`src/rtl/uart_bus_rtl.sv`:
```
// uart_bus_rtl: serial UART endpoint for the platform console pins.
// rx deserializes platform output into bytes; tx serializes host bytes back.
// Frame: start(0), 8 data bits LSB first, optional even parity, 1 stop(1).
module uart_bus_rtl #(
   parameter int CLK_FREQ  = 125000000,
   parameter int BAUD_RATE = 115200,
   parameter int PARITY_EN = 0
) (
   input  logic       clk_i,
   input  logic       rst_ni,
   input  logic       rx,
   output logic       tx,
   input  logic       rx_en,
   output logic [7:0] rx_data,
   output logic       rx_valid,
   output logic       rx_parity_err,
   output logic       rx_frame_err,
   output logic       rx_eol,
   input  logic [7:0] tx_data,
   input  logic       tx_valid,
   output logic       tx_ready
);

   // Bit timing derived from the clock; truncation matches the platform side.
   localparam int CLKS_PER_BIT = CLK_FREQ / BAUD_RATE;
   localparam int HALF_BIT     = CLKS_PER_BIT / 2;
   localparam int CNT_W        = (CLKS_PER_BIT > 2) ? $clog2(CLKS_PER_BIT) : 1;
   localparam logic [CNT_W-1:0] BIT_LAST  = CNT_W'(CLKS_PER_BIT - 1);
   localparam logic [CNT_W-1:0] HALF_LAST = CNT_W'(HALF_BIT - 1);
   localparam bit PAR_ON = (PARITY_EN != 0);

   typedef enum logic [2:0] {
      RX_IDLE,
      RX_START,
      RX_DATA,
      RX_PARITY,
      RX_STOP
   } rx_state_e;

   typedef enum logic [2:0] {
      TX_IDLE,
      TX_START,
      TX_DATA,
      TX_PARITY,
      TX_STOP
   } tx_state_e;

   // ------------------------------------------------------------------
   // Receive path
   // ------------------------------------------------------------------
   logic             rx_meta_q;
   logic             rx_sync_q;
   rx_state_e        rx_state_q, rx_state_d;
   logic [CNT_W-1:0] rx_cnt_q, rx_cnt_d;
   logic [2:0]       rx_bit_q, rx_bit_d;
   logic [7:0]       rx_shift_q, rx_shift_d;
   logic             rx_par_q, rx_par_d;
   logic [7:0]       rx_data_q, rx_data_d;
   logic             rx_valid_q, rx_valid_d;
   logic             rx_perr_q, rx_perr_d;
   logic             rx_ferr_q, rx_ferr_d;
   logic             rx_eol_q, rx_eol_d;

   // Two-flop synchronizer; idles high so reset does not look like a start bit.
   always_ff @(posedge clk_i or negedge rst_ni) begin
      if (!rst_ni) begin
         rx_meta_q <= 1'b1;
         rx_sync_q <= 1'b1;
      end else begin
         rx_meta_q <= rx;
         rx_sync_q <= rx_meta_q;
      end
   end

   // Receiver state and output registers.
   always_ff @(posedge clk_i or negedge rst_ni) begin
      if (!rst_ni) begin
         rx_state_q <= RX_IDLE;
         rx_cnt_q   <= '0;
         rx_bit_q   <= '0;
         rx_shift_q <= '0;
         rx_par_q   <= 1'b0;
         rx_data_q  <= '0;
         rx_valid_q <= 1'b0;
         rx_perr_q  <= 1'b0;
         rx_ferr_q  <= 1'b0;
         rx_eol_q   <= 1'b0;
      end else begin
         rx_state_q <= rx_state_d;
         rx_cnt_q   <= rx_cnt_d;
         rx_bit_q   <= rx_bit_d;
         rx_shift_q <= rx_shift_d;
         rx_par_q   <= rx_par_d;
         rx_data_q  <= rx_data_d;
         rx_valid_q <= rx_valid_d;
         rx_perr_q  <= rx_perr_d;
         rx_ferr_q  <= rx_ferr_d;
         rx_eol_q   <= rx_eol_d;
      end
   end

   // Receiver next state: mid-bit sampling, outputs published after the stop sample.
   always_comb begin
      rx_state_d = rx_state_q;
      rx_cnt_d   = rx_cnt_q;
      rx_bit_d   = rx_bit_q;
      rx_shift_d = rx_shift_q;
      rx_par_d   = rx_par_q;
      rx_data_d  = rx_data_q;
      rx_valid_d = 1'b0;
      rx_perr_d  = rx_perr_q;
      rx_ferr_d  = rx_ferr_q;
      rx_eol_d   = 1'b0;
      unique case (rx_state_q)
         RX_IDLE: begin
            // rx_en only gates new frames; a frame already started runs to completion.
            if (rx_en && !rx_sync_q) begin
               rx_state_d = RX_START;
               rx_cnt_d   = '0;
               rx_bit_d   = '0;
               rx_par_d   = 1'b0;
            end
         end
         RX_START: begin
            if (rx_cnt_q == HALF_LAST) begin
               rx_cnt_d   = '0;
               // A line back high at mid start bit is a glitch, not a frame.
               rx_state_d = rx_sync_q ? RX_IDLE : RX_DATA;
            end else begin
               rx_cnt_d = rx_cnt_q + 1'b1;
            end
         end
         RX_DATA: begin
            if (rx_cnt_q == BIT_LAST) begin
               rx_cnt_d   = '0;
               rx_shift_d = {rx_sync_q, rx_shift_q[7:1]};
               rx_bit_d   = rx_bit_q + 3'd1;
               if (rx_bit_q == 3'd7) begin
                  rx_state_d = PAR_ON ? RX_PARITY : RX_STOP;
               end
            end else begin
               rx_cnt_d = rx_cnt_q + 1'b1;
            end
         end
         RX_PARITY: begin
            if (rx_cnt_q == BIT_LAST) begin
               rx_cnt_d   = '0;
               rx_par_d   = rx_sync_q ^ (^rx_shift_q);
               rx_state_d = RX_STOP;
            end else begin
               rx_cnt_d = rx_cnt_q + 1'b1;
            end
         end
         RX_STOP: begin
            if (rx_cnt_q == BIT_LAST) begin
               // Back to IDLE at mid stop bit so a following start edge is not missed.
               rx_cnt_d   = '0;
               rx_state_d = RX_IDLE;
               rx_data_d  = rx_shift_q;
               rx_valid_d = 1'b1;
               rx_perr_d  = rx_par_q;
               rx_ferr_d  = ~rx_sync_q;
               rx_eol_d   = (rx_shift_q == 8'h0A);
            end else begin
               rx_cnt_d = rx_cnt_q + 1'b1;
            end
         end
         default: begin
            rx_state_d = RX_IDLE;
         end
      endcase
   end

   assign rx_data       = rx_data_q;
   assign rx_valid      = rx_valid_q;
   assign rx_parity_err = rx_perr_q;
   assign rx_frame_err  = rx_ferr_q;
   assign rx_eol        = rx_eol_q;

   // ------------------------------------------------------------------
   // Transmit path
   // ------------------------------------------------------------------
   tx_state_e        tx_state_q, tx_state_d;
   logic [CNT_W-1:0] tx_cnt_q, tx_cnt_d;
   logic [2:0]       tx_bit_q, tx_bit_d;
   logic [7:0]       tx_shift_q, tx_shift_d;
   logic             tx_par_q, tx_par_d;
   logic             tx_line_q, tx_line_d;
   logic             tx_ready_q, tx_ready_d;

   // Transmitter state; line and ready are registered so they are glitch-free.
   always_ff @(posedge clk_i or negedge rst_ni) begin
      if (!rst_ni) begin
         tx_state_q <= TX_IDLE;
         tx_cnt_q   <= '0;
         tx_bit_q   <= '0;
         tx_shift_q <= '0;
         tx_par_q   <= 1'b0;
         tx_line_q  <= 1'b1;
         tx_ready_q <= 1'b1;
      end else begin
         tx_state_q <= tx_state_d;
         tx_cnt_q   <= tx_cnt_d;
         tx_bit_q   <= tx_bit_d;
         tx_shift_q <= tx_shift_d;
         tx_par_q   <= tx_par_d;
         tx_line_q  <= tx_line_d;
         tx_ready_q <= tx_ready_d;
      end
   end

   // Transmitter next state: the level for the next bit is chosen at the end of the current one.
   always_comb begin
      tx_state_d = tx_state_q;
      tx_cnt_d   = tx_cnt_q;
      tx_bit_d   = tx_bit_q;
      tx_shift_d = tx_shift_q;
      tx_par_d   = tx_par_q;
      tx_line_d  = tx_line_q;
      tx_ready_d = tx_ready_q;
      unique case (tx_state_q)
         TX_IDLE: begin
            tx_line_d = 1'b1;
            if (tx_valid && tx_ready_q) begin
               // Byte is copied here so later tx_data changes cannot disturb the frame.
               tx_shift_d = tx_data;
               tx_par_d   = ^tx_data;
               tx_cnt_d   = '0;
               tx_line_d  = 1'b0;
               tx_ready_d = 1'b0;
               tx_state_d = TX_START;
            end
         end
         TX_START: begin
            if (tx_cnt_q == BIT_LAST) begin
               tx_cnt_d   = '0;
               tx_bit_d   = '0;
               tx_line_d  = tx_shift_q[0];
               tx_shift_d = {1'b0, tx_shift_q[7:1]};
               tx_state_d = TX_DATA;
            end else begin
               tx_cnt_d = tx_cnt_q + 1'b1;
            end
         end
         TX_DATA: begin
            if (tx_cnt_q == BIT_LAST) begin
               tx_cnt_d = '0;
               if (tx_bit_q == 3'd7) begin
                  tx_line_d  = PAR_ON ? tx_par_q : 1'b1;
                  tx_state_d = PAR_ON ? TX_PARITY : TX_STOP;
               end else begin
                  tx_bit_d   = tx_bit_q + 3'd1;
                  tx_line_d  = tx_shift_q[0];
                  tx_shift_d = {1'b0, tx_shift_q[7:1]};
               end
            end else begin
               tx_cnt_d = tx_cnt_q + 1'b1;
            end
         end
         TX_PARITY: begin
            if (tx_cnt_q == BIT_LAST) begin
               tx_cnt_d   = '0;
               tx_line_d  = 1'b1;
               tx_state_d = TX_STOP;
            end else begin
               tx_cnt_d = tx_cnt_q + 1'b1;
            end
         end
         TX_STOP: begin
            if (tx_cnt_q == BIT_LAST) begin
               // Ready rises right after the last stop cycle, allowing back-to-back frames.
               tx_cnt_d   = '0;
               tx_line_d  = 1'b1;
               tx_ready_d = 1'b1;
               tx_state_d = TX_IDLE;
            end else begin
               tx_cnt_d = tx_cnt_q + 1'b1;
            end
         end
         default: begin
            tx_state_d = TX_IDLE;
            tx_line_d  = 1'b1;
            tx_ready_d = 1'b1;
         end
      endcase
   end

   assign tx       = tx_line_q;
   assign tx_ready = tx_ready_q;

endmodule

```
`config.mk`:
```
export PLATFORM = sky130hd
export DESIGN_NAME = uart_bus_rtl
export DESIGN_NICKNAME = d
export VERILOG_FILES = /design/src/rtl/uart_bus_rtl.sv
export SDC_FILE = /design/constraint.sdc
export NUM_CORES = 1
export LEC_CHECK = 0
export CORE_MARGIN = 2
export CORE_UTILIZATION = 39
export CTS_BUF_LIST = sky130_fd_sc_hd__clkbuf_16
export DETAILED_ROUTE_END_ITERATION = 10
export PLACE_DENSITY_LB_ADDON = 0.12
export SETUP_SLACK_MARGIN = 0.1
export SLEW_MARGIN = 25
export SYNTH_ARGS = -nofsm -noshare
export SYNTH_HDL_FRONTEND = slang
export SYNTH_SLANG_ARGS = --single-unit
```
`constraint.sdc`:
```
create_clock -name clk_i -period 2.1 [get_ports clk_i]
set_input_delay 0.42 -clock clk_i [delete_from_list [all_inputs] [get_ports clk_i]]
set_output_delay 0.42 -clock clk_i [all_outputs]
set_load 0.005 [all_outputs]
```
==> out/metrics.yaml <==
status: "completed"
die-area_sq_um: 9460
synth_cell_types: 53
via_count: 2609
finalCriticalPeriod_ns: 1.91
slowest_stage: "a2111oi_4"
mappedNetlistArea_sq_um: 3390
hpwl_mm: 4.59
layout.nets: 416
htreeDepth: 3
synthCells: 341
ys_ff_latch: 67
num_rows: 34
cts_tree: "built"
hold_path.class: "in -> async"
cts_buffers: 9
syn2layout_area_growth_pct: 25.2
dr.pass1.iters: 4
setup.worst_path.start_class: "flip-flop"
async_reset_ff_share_pct: 100
hold_buffers: 0
final_cell_mix: "63 x dfrtp_1, 38 x nand2_1, 37 x o21ai_0"
critical-path-max-stage-delay_ns: 0.42
drive_gt1_share_pct: 16.2
yosys_warnings: 0
cp.required_ns: 2.30
end_kind: "flip-flop"
gp_congestion: 0.736
io_buffers: 26
reg2regPathDepth: 7
instances_no_fill: 503
clockRootBuffer: "clkbuf_16"
diodes: 0
finalPower_uw: 3370
die_height_microns: 97.3
grt_pass1_wl_mm: 11.9
crit_buf_inv: 1
cp_data_arrival_time_ns: 2.11
synth_area_per_cell_sq_um: 9.95
clk_pin_slew_worst_paths_ns: 0.06
cts.sinks: 67
drc: 0
setup_viol: 0
crit_chain: "inv_1, ha_1, nand4b_1, a2111oi_4, nor3_4, and3_1, a221o_1"
peakVddDrop_mv: 0.563
fmax_mhz: 523
skew_ns: 0.00858
path_class: "reg -> reg"
ys_seq_area_share_pct: 49.6
hold_viol: 0
drt_iter0_markers: 82
worst_slew_pin_slew_ns: 0.638
boundaryPins: 27
rsz0062_at_grt: "yes"
grt-ovfl-total: 0
relSlewSlack_pct: 57.2
grt_max_degree: 68
antenna_found_initial: 0
final.period_utilization_pct: 91.0
wirelength_mm: 6.85
die_x_microns: 97.3
final_core_util_pct: 49.4
p_leak_uw: 0.00193
rr_endpoint: "rx_cnt_q[10]"
cts_max_path_buffers: 2
grt_use_total_pct: 15.5
syn-num-nets: 367
route.detailed.wl_per_inst_microns: 13.6
cp_top_family: "compound AO/OA/AOI/OAI gates"
synth_edf_count: 0
postRouteAntennaNets: 0
maxCapViolations: 0
avgViaCountPerCell: 5.19
clock_latency_ns: 0.33
nFillCells: 815
worst-path-max-fanout: 8
yosys_most_used_dff: "dfrtp_1"
mostFrequentLayoutCell: "dfrtp_1"
worst-r2r-setup-slack_ns: 0.19
core_sq_um: 8590
power_density_nw_per_um2: 793
worstReg2RegStart: "rx_cnt_q[0]"
post-place-cells: 483
grt_pass1_vias: 2493
start_util_pct: 39.5
slew_viol_final: 0
[stage by stage]
stage,setup TNS (ns),hold WS [ns],setup slack [ns],instance area (sq um)
4_1_cts,0,0.126,0.106,4190
2_1_floorplan,0,0.124,0.236,3390
3_3_place_gp,-0.127,0.350,-0.0454,3900
3_5_place_dp,-0.586,0.352,-0.132,3900
5_1_grt,0,0.147,0.0624,4250
6_report,0,0.101,0.190,4250
[report_power, final]
group	internal [uW]	leakage [uW]	switching [uW]	total, uW
registers	1400	0.000852	128	1530
clock network	893	0.000146	522	1420
logic	191	0.000933	238	429
total	2480	0.00193	889	3370
[registers in the layout (all words and copies together) (netlist names)]
register,cells
rx_cnt_q,11
tx_cnt_q,11
rx_data,8
rx_shift_q,8
tx_shift_q,8
rx_bit_q,3
rx_state_q,3
tx_bit_q,3
tx_state_q,3
rx_eol,1
rx_frame_err,1
rx_meta_q,1
rx_par_q,1
rx_parity_err,1
rx_sync_q,1
rx_valid,1
tx,1
tx_ready,1
[how the worst max path moves through the flow]
| stage | cells after the start | to | slack [ns] | startpoint |
|---|---|---|---|---|
| 2_1_floorplan | 8 | rx_cnt_q[9] | 0.24 | rx_cnt_q[0] |
| 3_3_place_gp | 7 | rx_cnt_q[7] | -0.05 | rx_cnt_q[0] |
| 3_5_place_dp | 7 | rx_cnt_q[6] | -0.13 | rx_cnt_q[0] |
| 4_1_cts | 5 | rx_cnt_q[10] | 0.11 | rx_cnt_q[7] |
| 5_1_grt | 7 | rx_cnt_q[10] | 0.06 | rx_cnt_q[0] |
| 6_report | 7 | rx_cnt_q[10] | 0.19 | rx_cnt_q[0] |
[cell usage after synthesis, types with 4 or more instances]
cell | instances | share of area (%)
inv_1 | 17 | 1.9
nand2b_1 | 6 | 1.1
a31oi_1 | 6 | 1.1
nor3b_1 | 4 | 0.89
and3_1 | 7 | 1.3
clkbuf_1 | 7 | 0.77
ha_1 | 13 | 4.8
dfstp_2 | 4 | 3.1
mux2_2 | 8 | 2.7
mux2i_1 | 7 | 2.1
nand2_1 | 38 | 4.2
nor2_1 | 26 | 2.9
nand3_1 | 10 | 1.5
dfrtp_1 | 63 | 46
a21oi_1 | 19 | 2.8
o21ai_0 | 37 | 5.5
a22o_1 | 5 | 1.3
xnor2_1 | 6 | 1.5
nor3_1 | 10 | 1.5
[area by class of cell]
class / instances / area [sq um] / share of cell area, %
timing repair buffer: 51 / 468 / 11.0
clock inverter: 7 / 52.6 / 1.24
multi-input combinational: 244 / 1620 / 38.2
tap: 108 / 135 / 3.18
sequential: 67 / 1680 / 39.6
clock buffer: 9 / 225 / 5.30
inverter: 17 / 63.8 / 1.50
[layer usage]
layer / part of all wire, % / global-route usage [%] / vias up
met5: 0 / 0 / -
met4: 1.2 / 5.77 / 0
met3: 3.1 / 3.96 / 9
met2: 46 / 23.2 / 28
met1: 50 / 21.6 / 1256
li1: - / - / 1316
[worst register-to-register path, cell delays in order, from the launching register on]
cell,delay [ns]
dfrtp_1,0.39
inv_1,0.10
ha_1,0.15
nand4b_1,0.16
a2111oi_4,0.42
nor3_4,0.12
and3_1,0.19
a221o_1,0.26
[cell families after synthesis]
group           after synthesis  share of synthesized area (%)
simple gates                119                           18.0
compound gates               87                           16.6
flops                        67                           49.6
buf+inv                      31                           4.02
mux                          15                           4.72
fa+ha+maj                    13                           4.80
xor+xnor                      9                           2.32
[timing repair]
action                                  in CTS  in global routing
gates resized for setup                      2                  6
endpoints found under the setup margin      13                 24
hold endpoints to repair                     0                  0
setup buffers                                0                  3
pin swaps                                    0                  4
gates cloned                                 0                  1
No activity file was read; power rests on OpenSTA's default activity.
